### src/rtl/axistream_pkg.sv
// Shared helpers for the AXI-Stream width converters: counter sizing and
// mapping from arrival order to slot position.
package axistream_pkg;

    function automatic int cnt_width(input int n);
        return $clog2(n + 1);
    endfunction

    // Position of the pos-th accepted word inside the wide word.
    function automatic int slot_index(input int pos, input int num_pack, input bit big_endian);
        return big_endian ? (num_pack - 1 - pos) : pos;
    endfunction

endpackage

### src/rtl/axistream_pack_outreg.sv
// Output holding register for the packer: wide data plus a side field
// (last, and keep when enabled), loaded on a completing beat, drained by dest_tready.
module axistream_pack_outreg #(
    parameter int DATA_W = 32,
    parameter int SIDE_W = 1
) (
    input  logic              clk,
    input  logic              rst,
    input  logic              load,
    input  logic [DATA_W-1:0] load_data,
    input  logic [SIDE_W-1:0] load_side,
    input  logic              dest_tready,
    output logic              out_valid,
    output logic [DATA_W-1:0] out_data,
    output logic [SIDE_W-1:0] out_side
);

    always_ff @(posedge clk) begin
        if (rst) begin
            out_valid <= 1'b0;
            out_data  <= '0;
            out_side  <= '0;
        end else if (load) begin
            // A load in the same cycle as a drain replaces the word being consumed.
            out_valid <= 1'b1;
            out_data  <= load_data;
            out_side  <= load_side;
        end else if (out_valid && dest_tready) begin
            out_valid <= 1'b0;
        end
    end

endmodule

### src/rtl/axistream_pack.sv
// Packs NUM_PACK narrow AXI-Stream words into one wide word; short packets are
// flushed zero-filled. Define AXISTREAM_PACK_TKEEP_EN to add the dest_tkeep port.
module axistream_pack
    import axistream_pkg::*;
#(
    parameter int DATA_WIDTH = 8,
    parameter int NUM_PACK   = 4,
    parameter bit BIG_ENDIAN = 1'b0
) (
    input  logic                           clk,
    input  logic                           rst,
    input  logic                           src_tvalid,
    output logic                           src_tready,
    input  logic [DATA_WIDTH-1:0]          src_tdata,
    input  logic                           src_tlast,
    output logic                           dest_tvalid,
    input  logic                           dest_tready,
    output logic [DATA_WIDTH*NUM_PACK-1:0] dest_tdata,
    output logic                           dest_tlast
`ifdef AXISTREAM_PACK_TKEEP_EN
    ,
    output logic [NUM_PACK-1:0]            dest_tkeep
`endif
);

    localparam int CW = cnt_width(NUM_PACK);
    localparam int WW = DATA_WIDTH * NUM_PACK;
`ifdef AXISTREAM_PACK_TKEEP_EN
    localparam int SIDE_W = NUM_PACK + 1;
`else
    localparam int SIDE_W = 1;
`endif

    logic [CW-1:0]       cnt;
    logic [WW-1:0]       acc;
    logic [WW-1:0]       acc_nxt;
    logic [WW-1:0]       merged;
    logic [NUM_PACK-1:0] hit;
    logic [NUM_PACK-1:0] written;
    logic [SIDE_W-1:0]   load_side;
    logic [SIDE_W-1:0]   out_side;
    logic                completing;
    logic                accept;
    logic                load;
    logic                out_valid;

    assign completing  = src_tvalid && ((cnt == CW'(NUM_PACK - 1)) || src_tlast);
    assign src_tready  = !rst && (!completing || !out_valid || dest_tready);
    assign accept      = src_tvalid && src_tready;
    assign load        = accept && completing;
    assign dest_tvalid = out_valid && !rst;

    for (genvar i = 0; i < NUM_PACK; i++) begin : g_slot
        localparam int POS = slot_index(i, NUM_PACK, BIG_ENDIAN);

        assign hit[i] = (cnt == CW'(POS));
        // Slots not yet written in this word are forced to zero, so stale acc never leaks.
        assign merged[i*DATA_WIDTH +: DATA_WIDTH] =
            hit[i]     ? src_tdata :
            written[i] ? acc[i*DATA_WIDTH +: DATA_WIDTH] : '0;
        assign acc_nxt[i*DATA_WIDTH +: DATA_WIDTH] =
            completing ? '0 :
            hit[i]     ? src_tdata : acc[i*DATA_WIDTH +: DATA_WIDTH];
`ifndef AXISTREAM_PACK_TKEEP_EN
        assign written[i] = (CW'(POS) < cnt);
`endif
    end

`ifdef AXISTREAM_PACK_TKEEP_EN
    logic [NUM_PACK-1:0] keep;

    always_ff @(posedge clk) begin
        if (rst) begin
            keep <= '0;
        end else if (accept) begin
            keep <= completing ? '0 : (keep | hit);
        end
    end

    assign written   = keep;
    assign load_side = {keep | hit, src_tlast};
    assign {dest_tkeep, dest_tlast} = out_side;
`else
    assign load_side  = src_tlast;
    assign dest_tlast = out_side[0];
`endif

    always_ff @(posedge clk) begin
        if (rst) begin
            cnt <= '0;
        end else if (accept) begin
            cnt <= completing ? '0 : cnt + CW'(1);
        end
    end

    // acc needs no reset: the written mask gates every read of it.
    always_ff @(posedge clk) begin
        if (accept) begin
            acc <= acc_nxt;
        end
    end

    axistream_pack_outreg #(
        .DATA_W (WW),
        .SIDE_W (SIDE_W)
    ) u_outreg (
        .clk         (clk),
        .rst         (rst),
        .load        (load),
        .load_data   (merged),
        .load_side   (load_side),
        .dest_tready (dest_tready),
        .out_valid   (out_valid),
        .out_data    (dest_tdata),
        .out_side    (out_side)
    );

endmodule

### config.mk
export PLATFORM = sky130hd
export DESIGN_NAME = axistream_pack
export DESIGN_NICKNAME = d
export VERILOG_FILES = /design/src/rtl/axistream_pkg.sv /design/src/rtl/axistream_pack_outreg.sv /design/src/rtl/axistream_pack.sv
export SDC_FILE = /design/constraint.sdc
export NUM_CORES = 1
export LEC_CHECK = 0
export CORE_MARGIN = 2
export CORE_UTILIZATION = 58
export DETAILED_ROUTE_END_ITERATION = 8
export HOLD_SLACK_MARGIN = 0.06
export PLACE_DENSITY = 0.87
export REMOVE_ABC_BUFFERS = 1
export SLEW_MARGIN = 40
export SYNTH_ARGS = -nofsm -noshare
export SYNTH_HDL_FRONTEND = slang
export SYNTH_SLANG_ARGS = --single-unit
export TNS_END_PERCENT = 50
### constraint.sdc
create_clock -name clk -period 6.7 [get_ports clk]
set_clock_uncertainty 0.15 [all_clocks]
set_input_delay 1.005 -clock clk [delete_from_list [all_inputs] [get_ports clk]]
set_output_delay 1.005 -clock clk [all_outputs]
set_load 0.005 [all_outputs]
After elaboration in Yosys (flattened, before gate mapping)
Cells that the tools add are included.
{"block": "totals", "register_bits": 69, "latchBits": 0, "ramBits": 0, "mem_bits_ro": 0, "out_inout_bits": 35, "word_cells": 53, "mem_count": 0}
{"block": "op_classes", "addsub": 1, "mul": 0, "div": 0, "n_lt_le_gt_ge": 4, "n_eq_ne": 3, "n_shift": 0, "mux": 15, "bitwise_logic": 0, "reduce_logical": 22}
{"op": "8-bit two-way mux", "n": 12}
{"op": "2-bit nonzero test", "n": 5}
{"op": "2-bit AND reduction", "n": 4}
{"op": "3-bit by 2-bit == test with 1-bit output, second input constant", "n": 2}
{"op": "1-bit logical AND", "n": 6}
{"op": "1-bit by 3-bit < comparator with 1-bit output, first input constant", "n": 2}
{"op": "2-bit by 3-bit < comparator with 1-bit output, first input constant", "n": 2}
{"op": "3-bit by 1-bit adder with 3-bit output, second input constant", "n": 1}
{"op": "3-bit by 1-bit == test with 1-bit output, second input constant", "n": 1}
{"op": "1-bit zero test", "n": 3}
{"op": "3-bit zero test", "n": 1}
{"op": "1-bit logical OR", "n": 3}
{"op": "3-bit two-way mux", "n": 1}
{"op": "1-bit two-way mux", "n": 2}

Depth between registers and ports, before layout
Gate-level depths: netlist of the first run.
{"block": "depth", "ltp_word": 10, "depth_mapped": 9}

Hierarchy
A second synthesis of the first run with hierarchy kept.
{"block": "unflattened", "hier_cells": 254, "area_unflattened_um2": 2980.4}
{"mod": "axistream_pack", "instances": 1, "cells_per_inst": 143, "area_each_um2": 1741.7, "seq_area_each_um2": 1021.0}
{"mod": "axistream_pack_outreg", "instances": 1, "cells_per_inst": 111, "area_each_um2": 1238.7, "seq_area_each_um2": 680.7}

Worst setup path before layout of the first run
OpenSTA, ideal clock, no wires.
{"block": "synth_timing", "path_type": "input-to-output", "start": "input port src_tlast", "end": "output port src_tready", "t_arrival_ns": 1.659, "required_ns": 5.545, "setup_slack_ns": 3.886, "path_stages": 3, "cell_sequence": "buf_2 o21ai_1 o21a_1"}
{"block": "synth_between", "elab_chain_len": 6}
{"element": "start, declared", "line_no": "axistream_pack.sv:15", "text": "input logic src_tlast,"}
{"element": "1-bit logical OR", "line_no": "axistream_pack.sv:47", "text": "assign completing = src_tvalid && ((cnt == CW'(NUM_PACK - 1)) || src_tlast);"}
{"element": "1-bit logical AND", "line_no": "axistream_pack.sv:47"}
{"element": "1-bit zero test", "line_no": "axistream_pack.sv:48", "text": "assign src_tready = !rst && (!completing || !out_valid || dest_tready);"}
{"element": "1-bit logical OR (2 in series)", "line_no": "axistream_pack.sv:48"}
{"element": "1-bit logical AND", "line_no": "axistream_pack.sv:48"}
{"element": "end, declared", "line_no": "axistream_pack.sv:13", "text": "output logic src_tready,"}
Every way passes these cells.

Final worst setup path of the first run
Ends and elaborated chain as after synthesis.

==> results.json, run 1 <==
{
  "r2r_slack_ns": 4.03,
  "r2r-end": "acc[6]",
  "synth_ff_type": "dfxtp_1",
  "async_flop_share_pct": 0,
  "ys_types": 35,
  "critPathKind": "primary input to output port",
  "grt_pass1_vias": 2395,
  "maxSlewViolCount": 0,
  "worstHoldEndpoint": "u_outreg.out_data[1]",
  "insertion_delay_ns": 0.34,
  "antenna_left": 0,
  "multi_input_area_um2": 1410,
  "rows": 27,
  "regArea_um2": 1700,
  "clk_path_buf_depth": 2,
  "cts.reportedPaths.clkPinSlew_ns": 0.07,
  "p_leak_nw": 1.37,
  "gr-total-overflow": 0,
  "hold_depth": 2,
  "drive_gt1_share_pct": 7.56,
  "fillers": 414,
  "cp-end-kind": "output port",
  "slew_headroom_pct": 45.9,
  "grt_pass1_wl_um": 11700,
  "worst_slew_pin_slew_ns": 0.811,
  "layout_setup_ws_ns": 2.78,
  "vdd_drop_max_mv": 0.273,
  "wl_per_cell_um": 16.9,
  "post-place-ws_ns": 2.79,
  "cts_setup_buffers": 0,
  "fin_crit_sh_pct": 58.5,
  "timing.rr.start": "cnt[0]",
  "drv_cap": 0,
  "synth.most_common_cell": "dfxtp_1",
  "grtUsageTotal_pct": 23.9,
  "crit_fanout": 10,
  "routed_via_density": 6.11,
  "setup_viol": 0,
  "tns_ns": 0,
  "synth_common_cells": "dfxtp_1 (37), edfxtp_1 (32), a21oi_1 (22)",
  "grt_setup_unrepaired": "false",
  "nets": 355,
  "cts_resized": 0,
  "cp.arrival_ns": 2.76,
  "coreArea_um2": 5540,
  "fin_crit_ns": 3.92,
  "synthCells": 309,
  "ys_seq_area_share_pct": 51.1,
  "min_from": "u_outreg.out_data[1]",
  "synth.top_cells.by_area": "edfxtp_1 (29%), dfxtp_1 (22%), and3b_1 (4.7%)",
  "routabilityCongestion": 0.829,
  "hold_path_class": "flop to flop",
  "drt-initial-drc-count": 223,
  "rr_worst_depth": 5,
  "syn2layout_area_growth_pct": 19.0,
  "ys_ff_latch": 69,
  "yosys.area.top_type": "edfxtp_1",
  "cts_hold_buf": 0,
  "cts.sinks": 69,
  "syn_area_um2": 3330,
  "routed_wl_um": 7010,
  "synth_edf_count": 32,
  "cts_tree": "done",
  "cts_root_buf": "clkbuf_8",
  "fp.dieW_um": 79.8,
  "ctsHtreeMaxLevel": 3,
  "io_pins": 48,
  "avgSynthCellArea_um2": 10.8,
  "vias": 2541,
  "powerDensity_nw_per_um2": 223,
  "critPathLaunchType": "primary input",
  "cp.required_ns": 5.54,
  "numPortBuffers": 47,
  "start_util_pct": 60.1,
  "route.detailed.drc": 0,
  "status": "finished, final reports clean",
  "antenna_found_initial": 0,
  "grt_max_degree": 64,
  "dr.pass1.iters": 5,
  "dieHeight_um": 79.8,
  "max_freq_mhz": 255,
  "num_antenna_cells": 0,
  "dieArea_um2": 6360,
  "synth_top_area_share_pct": 28.9,
  "dp_hpwl_um": 4580,
  "cts-buffers-inserted": 9,
  "yosysWarnings": 0,
  "hold_viol": 0
}
## area by class of cell
type                            instances  area share [%]
Inverter                               21            1.99
Timing Repair Buffer                   49            12.4
Clock buffer                           14            3.85
Clock inverter                          2           0.853
Multi-Input combinational cell        189            35.7
Tap cell                               72            2.27
Sequential cell                        69            43.0
## cell families (layout without fill, tap and decap cells)
logic type	after synthesis	count (layout)	synth area share (%)
compound gates	79	79	16.7
fa+ha+maj	3	3	1.13
buf+inv	51	86	6.62
flops	69	69	51.1
mux	16	16	5.41
simple gates	91	91	19.1
## power by group
part / total (mW) / internal [mW] / switching (mW)
combinational: 0.0884 / 0.0418 / 0.0466
clock: 0.328 / 0.182 / 0.146
sequential: 0.469 / 0.460 / 0.00942
total: 0.885 / 0.683 / 0.202
## state kept, by name, summed over array words and instances (netlist names)
signal              count
cnt                     3
acc                    32
u_outreg.out_data      32
u_outreg.out_side       1
u_outreg.out_valid      1
## through the flow
step | std cells | power (mW) | hold slack [ns] | instance area [um2] | util (%)
finish | 416 | 0.885 | 0.319 | 3960 | 71.5
floorplan | 279 | 0.518 | 0.304 | 3190 | -
detailed placement | 400 | 0.566 | 0.310 | 3770 | 68.0
global placement | 399 | 0.561 | 0.311 | 3750 | 67.7
CTS | 416 | 0.888 | 0.321 | 3960 | 71.4
global route | 416 | 0.913 | 0.346 | 3960 | 71.5
## layout by cell type (no fill, tap or decap), types with 4 or more instances in the layout
cell type,count
edfxtp_1,32
and2_1,8
clkbuf_1,4
mux2_1,9
o21ai_0,17
nand2_1,9
a21oi_1,21
clkdlybuf4s50_1,46
inv_1,21
a2111oi_0,16
and3b_1,18
a221oi_1,16
nor2b_1,18
or4bb_1,8
nand4b_1,9
mux2_2,7
nand3_1,10
clkbuf_8,10
nor2_1,4
dfxtp_1,36
## worst max-delay path, stage by stage
cell and delay [ns]:
clkdlybuf4s50_1 0.54, o21ai_1 0.51, o21a_1 0.20, clkdlybuf4s50_1 0.49
## how the worst max path moves through the flow
stage              start    endpoint  depth (start not counted)
4_1_cts        src_tlast  src_tready                          4
6_report       src_tlast  src_tready                          4
5_1_grt        src_tlast  src_tready                          4
2_1_floorplan     cnt[2]  src_tready                          3
3_5_place_dp   src_tlast  src_tready                          4
3_3_place_gp   src_tlast  src_tready                          4
## metal layers
layer / vias to the layer above / GRT usage (%) / part of all wire, %
li1: 1215 / - / -
met1: 1210 / 32.6 / 44
met2: 97 / 36.6 / 48
met3: 19 / 4.52 / 6.6
met4: 0 / 12.0 / 2.3
met5: - / 0 / 0
No activity file was read; power rests on OpenSTA's default activity.
==> run 2, diff against run 1 <==
CORE_UTILIZATION = 54   (was 58)
PLACE_DENSITY = 0.82   (was 0.87)
clock period = 3.9 ns   (was 6.7 ns; I/O delays follow)
==> run 2 against run 1 <==
Against the previous run:
- cell area grew 0.92%
- non-clock buffer count up 2
- cell count increased by 1.2%
- via count decreased by 2.6%
- worst setup slack worse by 1.9 ns
- clock power rose by 92%
- first-iteration DRC count fell by 8.1%
- critical path depth unchanged
- sequential power grew 72%
- power grew 79%
- critical endpoint unchanged
- largest cell class unchanged
- largest power group unchanged
==> results.json, run 2 (same netlist as run 1, synthesis figures left out) <==
{
  "io_pins": 48,
  "wl_per_cell_um": 15.9,
  "cts-buffers-inserted": 9,
  "hold_viol": 0,
  "worstHoldEndpoint": "u_outreg.out_data[7]",
  "vdd_drop_max_mv": 0.347,
  "p_switching_mw": 0.351,
  "rr_worst_depth": 3,
  "path_cells": "and3b_1 -> o21ai_1 -> o21a_1 -> clkdlybuf4s50_1",
  "cts_hold_buf": 0,
  "p_leak_nw": 1.39,
  "start_util_pct": 55.9,
  "route.detailed.drc": 0,
  "grt_setup_unrepaired": "false",
  "status": "finished, final reports clean",
  "cp_slowest_cell": "dfxtp_1",
  "max_freq_mhz": 334,
  "drive_gt1_share_pct": 8.67,
  "p_comb_share_pct": 9.4,
  "cp.required_ns": 3.16,
  "nets": 357,
  "routed_wl_um": 6690,
  "grt_pass1_vias": 2328,
  "cts_root_buf": "clkbuf_8",
  "cp.arrival_ns": 2.26,
  "cts.reportedPaths.clkPinSlew_ns": 0.07,
  "insertion_delay_ns": 0.34,
  "critPathKind": "flop to output port",
  "hold_path_class": "flop to flop",
  "routabilityCongestion": 0.824,
  "post-route-util_pct": 67.1,
  "final_cell_mix": "clkdlybuf4s50_1 (46), dfxtp_1 (35), edfxtp_1 (32)",
  "powerDensity_nw_per_um2": 397,
  "fp.dieW_um": 82.5,
  "coreArea_um2": 5960,
  "hold_depth": 2,
  "slowest_delay_ns": 0.82,
  "dr.pass1.iters": 5,
  "grt_pass1_wl_um": 11200,
  "vias": 2476,
  "routed_via_density": 5.88,
  "numPortBuffers": 47,
  "maxSlewViolCount": 0,
  "place_inst": 405,
  "critPathLaunchType": "flop",
  "tns_ns": 0,
  "post-place-ws_ns": 0.960,
  "finish.instance_area_um2": 4000,
  "switching_share_pct": 22.1,
  "r2r-end": "acc[11]",
  "ctsHtreeMaxLevel": 3,
  "internal_power_mw": 1.23,
  "worst_slew_pin_slew_ns": 0.762,
  "slew_headroom_pct": 49.1,
  "dieHeight_um": 82.5,
  "setup_viol": 0,
  "cts_resized": 0,
  "grt_max_degree": 43,
  "num_antenna_cells": 0,
  "layout_commonest_cell": "clkdlybuf4s50_1",
  "min_from": "u_outreg.out_data[7]",
  "power_frac_clock_pct": 39.7,
  "drv_cap": 0,
  "gr-total-overflow": 0,
  "cp-end-kind": "output port",
  "cts_setup_buffers": 0,
  "grtUsageTotal_pct": 22.0,
  "final_cells": 421,
  "dpl_cell_area_um2": 3780,
  "reg_top3": "acc (32), u_outreg.out_data (32), cnt (3)",
  "dieArea_um2": 6810,
  "dp_hpwl_um": 4640,
  "fin_crit_sh_pct": 76.8,
  "antenna_left": 0,
  "cts.sinks": 69,
  "layout_setup_ws_ns": 0.905,
  "r2r_slack_ns": 1.25,
  "fin_crit_ns": 3.00,
  "cts_tree": "done",
  "clk_path_buf_depth": 2,
  "syn2layout_area_growth_pct": 20.1,
  "fillers": 476,
  "drt-initial-drc-count": 205,
  "seqPwrFrac_pct": 50.8,
  "crit_fanout": 26,
  "antenna_found_initial": 0,
  "timing.rr.start": "cnt[0]",
  "rows": 28
}
run 2: per-layer routing:
layer | vias to the layer above | track usage [%] | routed length (um)
met5 | - | 0 | 0
met4 | 0 | 9.02 | 85
met3 | 7 | 6.30 | 333
met2 | 81 | 34.5 | 3140
met1 | 1168 | 28.7 | 3130
li1 | 1220 | - | -
run 2: metrics by stage:
step / hold slack [ns] / power (mW)
after floorplan: 0.304 / 0.891
after detailed placement: 0.313 / 0.971
after global routing: 0.351 / 1.64
final: 0.318 / 1.59
after CTS: 0.323 / 1.59
after global placement: 0.311 / 0.967
run 2: worst max-delay path: cells and delay by family, from the launching register on:
family,cells,cell delay [ns]
buf+inv,1,0.44
flops,1,0.82
simple gates,1,0.35
compound gates,2,0.31
run 2: area by class of cell:
| cell class | count | area, um2 | area share (%) |
|---|---|---|---|
| multi-input combinational | 189 | 1410 | 35.2 |
| inverter | 21 | 78.8 | 1.97 |
| tap | 75 | 93.8 | 2.35 |
| clock buffer | 11 | 141 | 3.54 |
| clock inverter | 5 | 75.1 | 1.88 |
| timing repair buffer | 51 | 495 | 12.4 |
| sequential | 69 | 1700 | 42.6 |
run 2: power by group through the flow:
stage | Sequential [mW] | Combinational, mW | Clock [mW]
final | 0.806 | 0.150 | 0.630
after global routing | 0.810 | 0.167 | 0.665
after CTS | 0.806 | 0.150 | 0.639
after detailed placement | 0.822 | 0.149 | 0
after global placement | 0.821 | 0.146 | 0
after floorplan | 0.820 | 0.0707 | 0
run 2: how the worst max path moves through the flow:
stage / from / to / cells after the start / slack (ns)
floorplan: cnt[2] / acc[0] / 3 / 1.11
global placement: src_tvalid / acc[14] / 4 / 1.04
detailed placement: src_tvalid / acc[14] / 4 / 0.96
CTS: cnt[1] / src_tready / 4 / 0.75
global route: cnt[0] / src_tready / 4 / 0.74
finish: cnt[0] / src_tready / 4 / 0.90
==> run 3, diff against run 2 <==
CORE_UTILIZATION = 49   (was 54)
PLACE_DENSITY = 0.79   (was 0.82)
clock period = 2.7 ns   (was 3.9 ns; I/O delays follow)
==> run 3 against run 2 <==
Against the previous run:
- sequential cell count unchanged
- non-clock buffer count rose by 11
- cell count increased by 3.8%
- register-to-register slack got worse by 0.95 ns
- critical path depth unchanged
- sequential share of layout area fell by 0.83 points
- global-route usage fell by 2.6 points
- critical path type unchanged
==> results.json, run 3 (same netlist as run 1, synthesis figures left out) <==
{
  "grtUsageTotal_pct": 19.4,
  "critPathKind": "flop to output port",
  "internal_power_mw": 1.76,
  "antenna_found_initial": 0,
  "reg_top3": "acc (32), u_outreg.out_data (32), cnt (3)",
  "hold_viol": 0,
  "maxSlewViolCount": 0,
  "setup_viol": 0,
  "cp-end-kind": "output port",
  "switching_share_pct": 22.3,
  "num_antenna_cells": 0,
  "status": "finished, final reports clean",
  "coreArea_um2": 6680,
  "grt_max_degree": 52,
  "ctsHtreeMaxLevel": 3,
  "cts.reportedPaths.clkPinSlew_ns": 0.07,
  "numPortBuffers": 47,
  "dp_hpwl_um": 4710,
  "multi_input_area_um2": 1410,
  "power_frac_clock_pct": 38.5,
  "cts-buffers-inserted": 9,
  "final_cell_mix": "clkdlybuf4s50_1 (46), dfxtp_1 (37), edfxtp_1 (32)",
  "vias": 2535,
  "fp.dieW_um": 86.4,
  "grt_pass1_wl_um": 11300,
  "cts.sinks": 69,
  "p_switching_mw": 0.506,
  "nets": 368,
  "cp.arrival_ns": 1.98,
  "routed_wl_um": 6900,
  "regArea_um2": 1700,
  "layout_commonest_cell": "clkdlybuf4s50_1",
  "p_comb_share_pct": 10.3,
  "clk_path_buf_depth": 2,
  "grt_pass1_vias": 2403,
  "hold_path_class": "primary input to flop",
  "vdd_drop_max_mv": 0.270,
  "power_mw": 2.26,
  "hold_ws_ns": 0.231,
  "routed_via_density": 5.80,
  "cts_hold_buf": 0,
  "grt_setup_unrepaired": "false",
  "syn2layout_area_growth_pct": 22.3,
  "cts_root_buf": "clkbuf_8",
  "routabilityCongestion": 0.781,
  "worst_slew_pin_slew_ns": 0.600,
  "insertion_delay_ns": 0.34,
  "finish.instance_area_um2": 4070,
  "dieHeight_um": 86.4,
  "drive_gt1_share_pct": 10.6,
  "fin_crit_sh_pct": 93.7,
  "antenna_left": 0,
  "crit_fanout": 14,
  "p_leak_nw": 1.44,
  "wl_per_cell_um": 15.8,
  "start_util_pct": 49.8,
  "route.detailed.drc": 0,
  "max_freq_mhz": 395,
  "dr.pass1.iters": 4,
  "seqPwrFrac_pct": 51.2,
  "fin_crit_ns": 2.53,
  "rows": 30,
  "cts_resized": 0,
  "cts_setup_buffers": 0,
  "gr-total-overflow": 0,
  "drt-initial-drc-count": 159,
  "post-route-util_pct": 60.9,
  "slew_headroom_pct": 59.8,
  "io_pins": 48,
  "dieArea_um2": 7470,
  "drv_cap": 0,
  "fillers": 539,
  "cp.required_ns": 2.14,
  "cts_tree": "done",
  "critPathLaunchType": "flop",
  "dpl_cell_area_um2": 3860,
  "powerDensity_nw_per_um2": 556
}
## run 3: cell types whose count changed in the layout (fill, tap and decap cells not counted)
cell / delta
clkinvlp_4: -1
clkinv_1: -2
clkbuf_1: +2
dfxtp_2: -2
nor2b_1: +1
bufinv_16: -1
clkbuf_8: +2
dfxtp_1: +2
nor2b_2: -1
buf_4: +11
## run 3: final cells by class
cell class,count,share of cell area (%)
Clock inverter,1,0.738
Clock buffer,15,4.33
Timing Repair Buffer,62,14.2
Inverter,21,1.94
Tap cell,80,2.46
Sequential cell,69,41.8
Multi-Input combinational cell,189,34.5
## run 3: power groups by stage
stage               registers (mW)  logic, mW  clock network (mW)
finish                        1.16      0.234               0.870
global route                  1.16      0.258               0.929
CTS                           1.16      0.234               0.878
detailed placement            1.18      0.233                   0
global placement              1.18      0.228                   0
floorplan                     1.18      0.102                   0
## run 3: per-stage QoR
step	setup WS, ns	instances	setup TNS, ns
final	0.170	437	0
after global routing	0.0589	437	0
after global placement	0.364	421	0
after CTS	0.170	437	0
after floorplan	-0.0899	279	-2.16
after detailed placement	0.331	421	0
## run 3: metal layers
layer / wire (um) / up-vias / track usage, % / part of all wire, %
li1: - / 1241 / - / -
met2: 3220 / 87 / 29.9 / 47
met5: 0 / - / 0 / 0
met1: 3130 / 1190 / 25.5 / 45
met3: 361 / 17 / 4.00 / 5.2
met4: 189 / 0 / 10.7 / 2.7
## run 3: worst paths after layout
kind	depth (start not counted)	slack (ns)	end	start
setup / recovery	4	0.17	src_tready	cnt[1]
hold reg to reg	2	0.32	u_outreg.out_data[3]	u_outreg.out_data[3]
hold / removal	2	0.23	cnt[1]	rst
setup reg to reg	4	0.30	u_outreg.out_data[2]	cnt[0]
## run 3: worst max-delay path: stages (launching register included)
cell             delay, ns
dfxtp_1               0.59
and3b_1               0.32
o21ai_1               0.10
o21a_1                0.19
clkdlybuf4s50_1       0.43
